### config.mk
export PLATFORM = sky130hd
export DESIGN_NAME = pm_stream_adapter
export DESIGN_NICKNAME = d
export VERILOG_FILES = /design/src/rtl/pm_stream_adapter.sv
export SDC_FILE = /design/constraint.sdc
export NUM_CORES = 2
export LEC_CHECK = 0
export ABC_AREA = 1
export CAP_MARGIN = 15
export CORE_AREA = 3 3 568 570
export CTS_BUF_LIST = sky130_fd_sc_hd__clkbuf_16
export CTS_CLUSTER_SIZE = 30
export DETAILED_ROUTE_END_ITERATION = 7
export DIE_AREA = 0 0 571 573
export GPL_ROUTABILITY_DRIVEN = 1
export HOLD_SLACK_MARGIN = 0.08
export PLACE_DENSITY_LB_ADDON = 0.05
export SETUP_SLACK_MARGIN = 0.1
export SLEW_MARGIN = 20
export SYNTH_ARGS = -nofsm -noshare
export SYNTH_HDL_FRONTEND = slang
export SYNTH_SLANG_ARGS = --single-unit
### constraint.sdc
create_clock -name CLK -period 3.2 [get_ports CLK]
set_input_delay 0.96 -clock CLK [delete_from_list [all_inputs] [get_ports CLK]]
set_output_delay 0.96 -clock CLK [all_outputs]
set_load 0.03 [all_outputs]
### src/rtl/pm_stream_adapter.sv
// pm_stream_adapter: loads four N-bit operands from a W-bit stream, starts the point-multiply core,
// and streams the (x, y) result back out. Optional WAIT watchdog: define PM_ADAPTER_TIMEOUT_EN.
module pm_stream_adapter #(
  parameter int N = 233,
  parameter int W = 32,
  parameter int TIMEOUT_CYCLES = 1048576
) (
  input  logic         CLK,
  input  logic         RST_N,
  input  logic         s_valid,
  output logic         s_ready,
  input  logic [W-1:0] s_data,
  output logic         m_valid,
  input  logic         m_ready,
  output logic [W-1:0] m_data,
  output logic         m_last,
  output logic [N-1:0] PM_DIN_P_x,
  output logic [N-1:0] PM_DIN_P_y,
  output logic [N-1:0] PM_random_z,
  output logic [N-1:0] PM_key,
  output logic         PM_IN_VALID,
  input  logic [N-1:0] PM_DOUT_x,
  input  logic [N-1:0] PM_DOUT_y,
  input  logic         PM_OUT_VALID,
  output logic         busy,
  output logic         timeout
);
  localparam int WORDS = (N + W - 1) / W;
  localparam int PAD = WORDS * W - N;
  localparam int WB = $clog2(WORDS);
  localparam int IW = WB + 2;
  localparam int OW = WB + 1;
  typedef enum logic [1:0] {LOAD, FIRE, WAIT, SEND} state_t;
  state_t state_q, state_d;
  logic [IW-1:0] in_cnt_q, in_cnt_d;
  logic [OW-1:0] out_cnt_q, out_cnt_d;
  logic [N-1:0] x_q, x_d, y_q, y_d, z_q, z_d, k_q, k_d, rx_q, rx_d, ry_q, ry_d;
  logic prev_q;
  logic wr, edge_seen, tmo_hit;
  logic [1:0] sel;
  logic [WB-1:0] wi;
  logic [2*WORDS*W-1:0] out_vec;
  // Drop word d into slot i of an operand; bits beyond N fall off on truncation.
  function automatic logic [N-1:0] put(input logic [N-1:0] v, input logic [WB-1:0] i, input logic [W-1:0] d);
    logic [WORDS*W-1:0] t;
    t = {{PAD{1'b0}}, v};
    t[i*W +: W] = d;
    return t[N-1:0];
  endfunction
  assign s_ready = state_q == LOAD;
  assign PM_IN_VALID = state_q == FIRE;
  assign m_valid = state_q == SEND;
  assign busy = state_q != LOAD;
  assign m_last = m_valid && (&out_cnt_q);
  assign wr = s_valid && s_ready;
  assign sel = in_cnt_q[IW-1 -: 2];
  assign wi = in_cnt_q[WB-1:0];
  // Only a fresh rising edge counts, so a level held over from the last result is ignored.
  assign edge_seen = PM_OUT_VALID && !prev_q;
  assign out_vec = {{PAD{1'b0}}, ry_q, {PAD{1'b0}}, rx_q};
  assign m_data = out_vec[out_cnt_q*W +: W];
  assign PM_DIN_P_x = x_q;
  assign PM_DIN_P_y = y_q;
  assign PM_random_z = z_q;
  assign PM_key = k_q;
  always_comb begin
    state_d = state_q;
    in_cnt_d = wr ? in_cnt_q + 1'b1 : in_cnt_q;
    out_cnt_d = (m_valid && m_ready) ? out_cnt_q + 1'b1 : out_cnt_q;
    x_d = (wr && sel == 2'd0) ? put(x_q, wi, s_data) : x_q;
    y_d = (wr && sel == 2'd1) ? put(y_q, wi, s_data) : y_q;
    z_d = (wr && sel == 2'd2) ? put(z_q, wi, s_data) : z_q;
    k_d = (wr && sel == 2'd3) ? put(k_q, wi, s_data) : k_q;
    rx_d = rx_q;
    ry_d = ry_q;
    case (state_q)
      LOAD: state_d = (wr && (&in_cnt_q)) ? FIRE : LOAD;
      FIRE: state_d = WAIT;
      WAIT: begin
        if (edge_seen) begin
          rx_d = PM_DOUT_x;
          ry_d = PM_DOUT_y;
          state_d = SEND;
        end else if (tmo_hit) begin
          rx_d = '0;
          ry_d = '0;
          state_d = SEND;
        end
      end
      SEND: state_d = (m_ready && (&out_cnt_q)) ? LOAD : SEND;
      default: state_d = LOAD;
    endcase
  end
  always_ff @(posedge CLK) begin
    if (!RST_N) begin
      state_q <= LOAD;
      in_cnt_q <= '0;
      out_cnt_q <= '0;
      x_q <= '0;
      y_q <= '0;
      z_q <= '0;
      k_q <= '0;
      rx_q <= '0;
      ry_q <= '0;
      prev_q <= 1'b0;
    end else begin
      state_q <= state_d;
      in_cnt_q <= in_cnt_d;
      out_cnt_q <= out_cnt_d;
      x_q <= x_d;
      y_q <= y_d;
      z_q <= z_d;
      k_q <= k_d;
      rx_q <= rx_d;
      ry_q <= ry_d;
      prev_q <= PM_OUT_VALID;
    end
  end
`ifdef PM_ADAPTER_TIMEOUT_EN
  localparam int TW = $clog2(TIMEOUT_CYCLES + 1);
  logic [TW-1:0] tcnt_q, tcnt_d;
  logic tmo_q, tmo_d;
  assign tmo_hit = tcnt_q == TW'(TIMEOUT_CYCLES - 1);
  assign timeout = tmo_q;
  assign tcnt_d = (state_q == WAIT) ? tcnt_q + 1'b1 : '0;
  assign tmo_d = (state_q == FIRE) ? 1'b0 : (state_q == WAIT && !edge_seen && tmo_hit) ? 1'b1 : tmo_q;
  always_ff @(posedge CLK) begin
    if (!RST_N) begin
      tcnt_q <= '0;
      tmo_q <= 1'b0;
    end else begin
      tcnt_q <= tcnt_d;
      tmo_q <= tmo_d;
    end
  end
`else
  assign tmo_hit = 1'b0;
  assign timeout = 1'b0;
`endif
endmodule

==> results.tsv <==
stage	metric	value	unit
job	cap_viol_max_count	0	
setup_path	cp_top_family	simple AND/OR/NAND/NOR gates	
routing	wl_per_cell	27.6	µm
placement	gp_congestion	0.865	
sta	fin_ws	-0.397	ns
sta	relSlewSlack	44.2	%
clock_tree	cts-buffers-inserted	189	
setup_path	cp-startpoint	out_cnt_q[0]	
layout	drive_above_1_share	9.33	%
clock_tree	clk_latency	0.86	ns
layout	seqCellArea	28200	µm²
placement	portBuffers	1471	
clock_tree	clk_path_buf_depth	4	
logic_synthesis	synth_nets	8643	
sta	hold_viol_final	0	
die	fp.dieH	573	µm
logic_synthesis	synthArstFlopShare	0	%
grt	overflow	0	
setup_path	worstPathRequired	2.24	ns
die	coreArea	318000	µm²
logic_synthesis	synth-edff-count	0	
routing	route.detailed.drc	0	
run_status	outcome	complete, but fails checks	
grt	grt_usage	22.5	%
sta	skew	0.0476	ns
routing	final_antenna_net_count	0	
setup_path	path_buf_inv	3	
layout	nFillCells	35000	
logic_synthesis	synth_cells	8134	
setup_path	crit_path_start_kind	flop	
setup_path	critPathKind	flop to output pin	
logic_synthesis	synth_area	56900	µm²
run_status	failed_checks	setup timing	
logic_synthesis	ys_ff_latch	1410	
setup_path	cpMaxStageDelayCell	dfxtp_4	
hold_path	hp-start	rx_q[61]	
clock_tree	clkTransAtPathRegs	0.06	ns
power_and_ir_drop	vdd_drop_max	356	µV
logic_synthesis	ys.flop_type	dfxtp_1	
setup_path	reg2reg_from	in_cnt_q[1]	
sta	tightestPinTransition	0.829	ns
clock_tree	cts_root_buf	clkbuf_16	
setup_path	cp.depth	8	
setup_path	path_max_fanout	12	
layout	final_cells	14000	
logic_synthesis	ys_seq_area_share	49.6	%
sta	drv_slew	0	
layout	layout_common_cells	nor2_1 (2,062), dfxtp_1 (1,408), nand2_1 (1,359), clkdlybuf4s50_1 (1,343), o21ai_0 (799)	
clock_tree	htree_num_levels	4	
routing	drt_iter0_drc	4312	
clock_tree	cts.sinks	1410	
die	die_w	571	µm
layout	syn2layout_area_growth	50.9	%
logic_synthesis	yosysWarningCount	0	
hold_path	hold_depth	2	
routing	via_per_inst	4.33	
setup_path	max_stage_delay	0.49	ns
grt	grt_max_degree	123	
grt	grt_pass1_vias	58800	
layout	layout_commonest_cell	nor2_1	
clock_tree	cts_tree	built	
routing	first_pass_iters	7	
routing	totalWireLength	386	mm
hold_path	hold_class	flop to flop	
die	io_pins	1473	
placement	hpwl	295	mm
sta	fmax	278	MHz
grt	antenna_found_initial	93	
layout	multiInputGateArea	24900	µm²
power_and_ir_drop	leakage	34.2	nW
grt	grt_pass1_wl	515	mm
placement	dpl.cell_count	13600	
setup_path	arrival	2.64	ns
sta	period_minus_slack	3.60	ns
sta	grt_setup_unrepaired	yes	
setup_path	rr_worst_depth	10	
logic_synthesis	synth.distinct_cells	28	
layout	num-nets-final	10100	
setup_path	path_cells	buf_4, clkbuf_16, nand2_1, nand3_1, nand4_1, nand3_2, nand3_4, buf_12	
die	initial_core_util	17.9	%
setup_path	crit_path_end_kind	output pin	
power_and_ir_drop	p_per_area	482	nW/µm²
die	rows	207	
routing	vias	60500	
logic_synthesis	syn_avg_cell_area	7.00	µm²
die	dieArea	327000	µm²
sta	setup_violations	33	
placement	dp_slack	-0.149	ns
sta	post-route-period-util	112	%
-- per-stage QoR --
step / util (%) / hold slack [ns] / TNS [ns] / power [mW] / instance area, µm²
5_1_grt: 27.0 / 0.464 / -14.71 / 43.0 / 85800
4_1_cts: 26.8 / 0.452 / -14.57 / 42.2 / 85300
3_5_place_dp: 24.8 / 0.443 / -1.12 / 22.1 / 78800
2_1_floorplan: - / 0.429 / 0 / 19.6 / 56900
6_report: 27.0 / 0.451 / -10.45 / 41.4 / 85900
3_3_place_gp: 24.8 / 0.440 / -1.64 / 22.1 / 78800
-- final cells by class --
cell class,count,share of cell area [%]
inverter,505,2.25
sequential,1410,32.9
clock inverter,146,0.875
timing repair buffer,1918,23.3
multi-input combinational,5598,29.0
antenna,31,0.0903
clock buffer,191,5.56
tap,4180,6.09
-- cell families after synthesis --
family | synth area share, %
AND/OR/NAND/NOR | 28.4
buffers and inverters | 8.11
adder cells (fa/ha/maj) | 0.132
AO/OA/AOI/OAI | 13.7
flip-flops | 49.6
other | 0.00659
-- worst min-delay path: stages, from the launching register on --
cell and delay (ns):
dfxtp_1 0.29, inv_1 0.06, a21oi_1 0.05
-- state kept, by name, summed over array words and instances, names as in the netlist --
register     flops
PM_random_z    233
PM_DIN_P_y     233
ry_q           233
in_cnt_q         5
prev_q           1
PM_key         233
state_q          2
out_cnt_q        4
PM_DIN_P_x     233
rx_q           233
-- cell usage after synthesis (41+ instances only) --
master / number / area share, %
nor2_1: 2074 / 14
nand2_1: 1381 / 9.1
nor3_1: 101 / 0.89
nand4_1: 106 / 1.2
nand3_1: 367 / 3.2
buf_2: 178 / 1.6
a22oi_1: 41 / 0.54
clkbuf_1: 372 / 2.5
dfxtp_1: 1410 / 50
a21oi_1: 686 / 6.0
inv_1: 482 / 3.2
o21ai_0: 807 / 7.1
-- worst paths after layout --
path / endpoint / slack (ns)
worst max-delay path: m_data[28] / -0.40
worst min-delay path: rx_q[61] / 0.45
worst max register to register: PM_random_z[192] / 0.15
worst min register to register: rx_q[61] / 0.45
-- report_power, final --
group          switching, mW  internal, mW
logic                   2.68          1.29
registers             0.0780          17.7
clock network           8.80          10.9
total                   11.6          29.9
-- per-layer routing --
layer / part of all wire (%) / global-route usage (%)
met5: 0.089 / 0
met4: 3.8 / 7.39
met3: 7.2 / 5.91
met2: 47 / 38.0
met1: 42 / 27.6
-- timing repair --
item | CTS | global route
setup buffers | 10 | 10
hold buffers | 0 | 0
resized for setup | 251 | 72
cloned | 9 | 7
pin swaps | 19 | 24
hold endpoints to repair | 0 | 0
endpoints found under the setup margin | 141 | 54
Power figures use the tool's default switching activity.
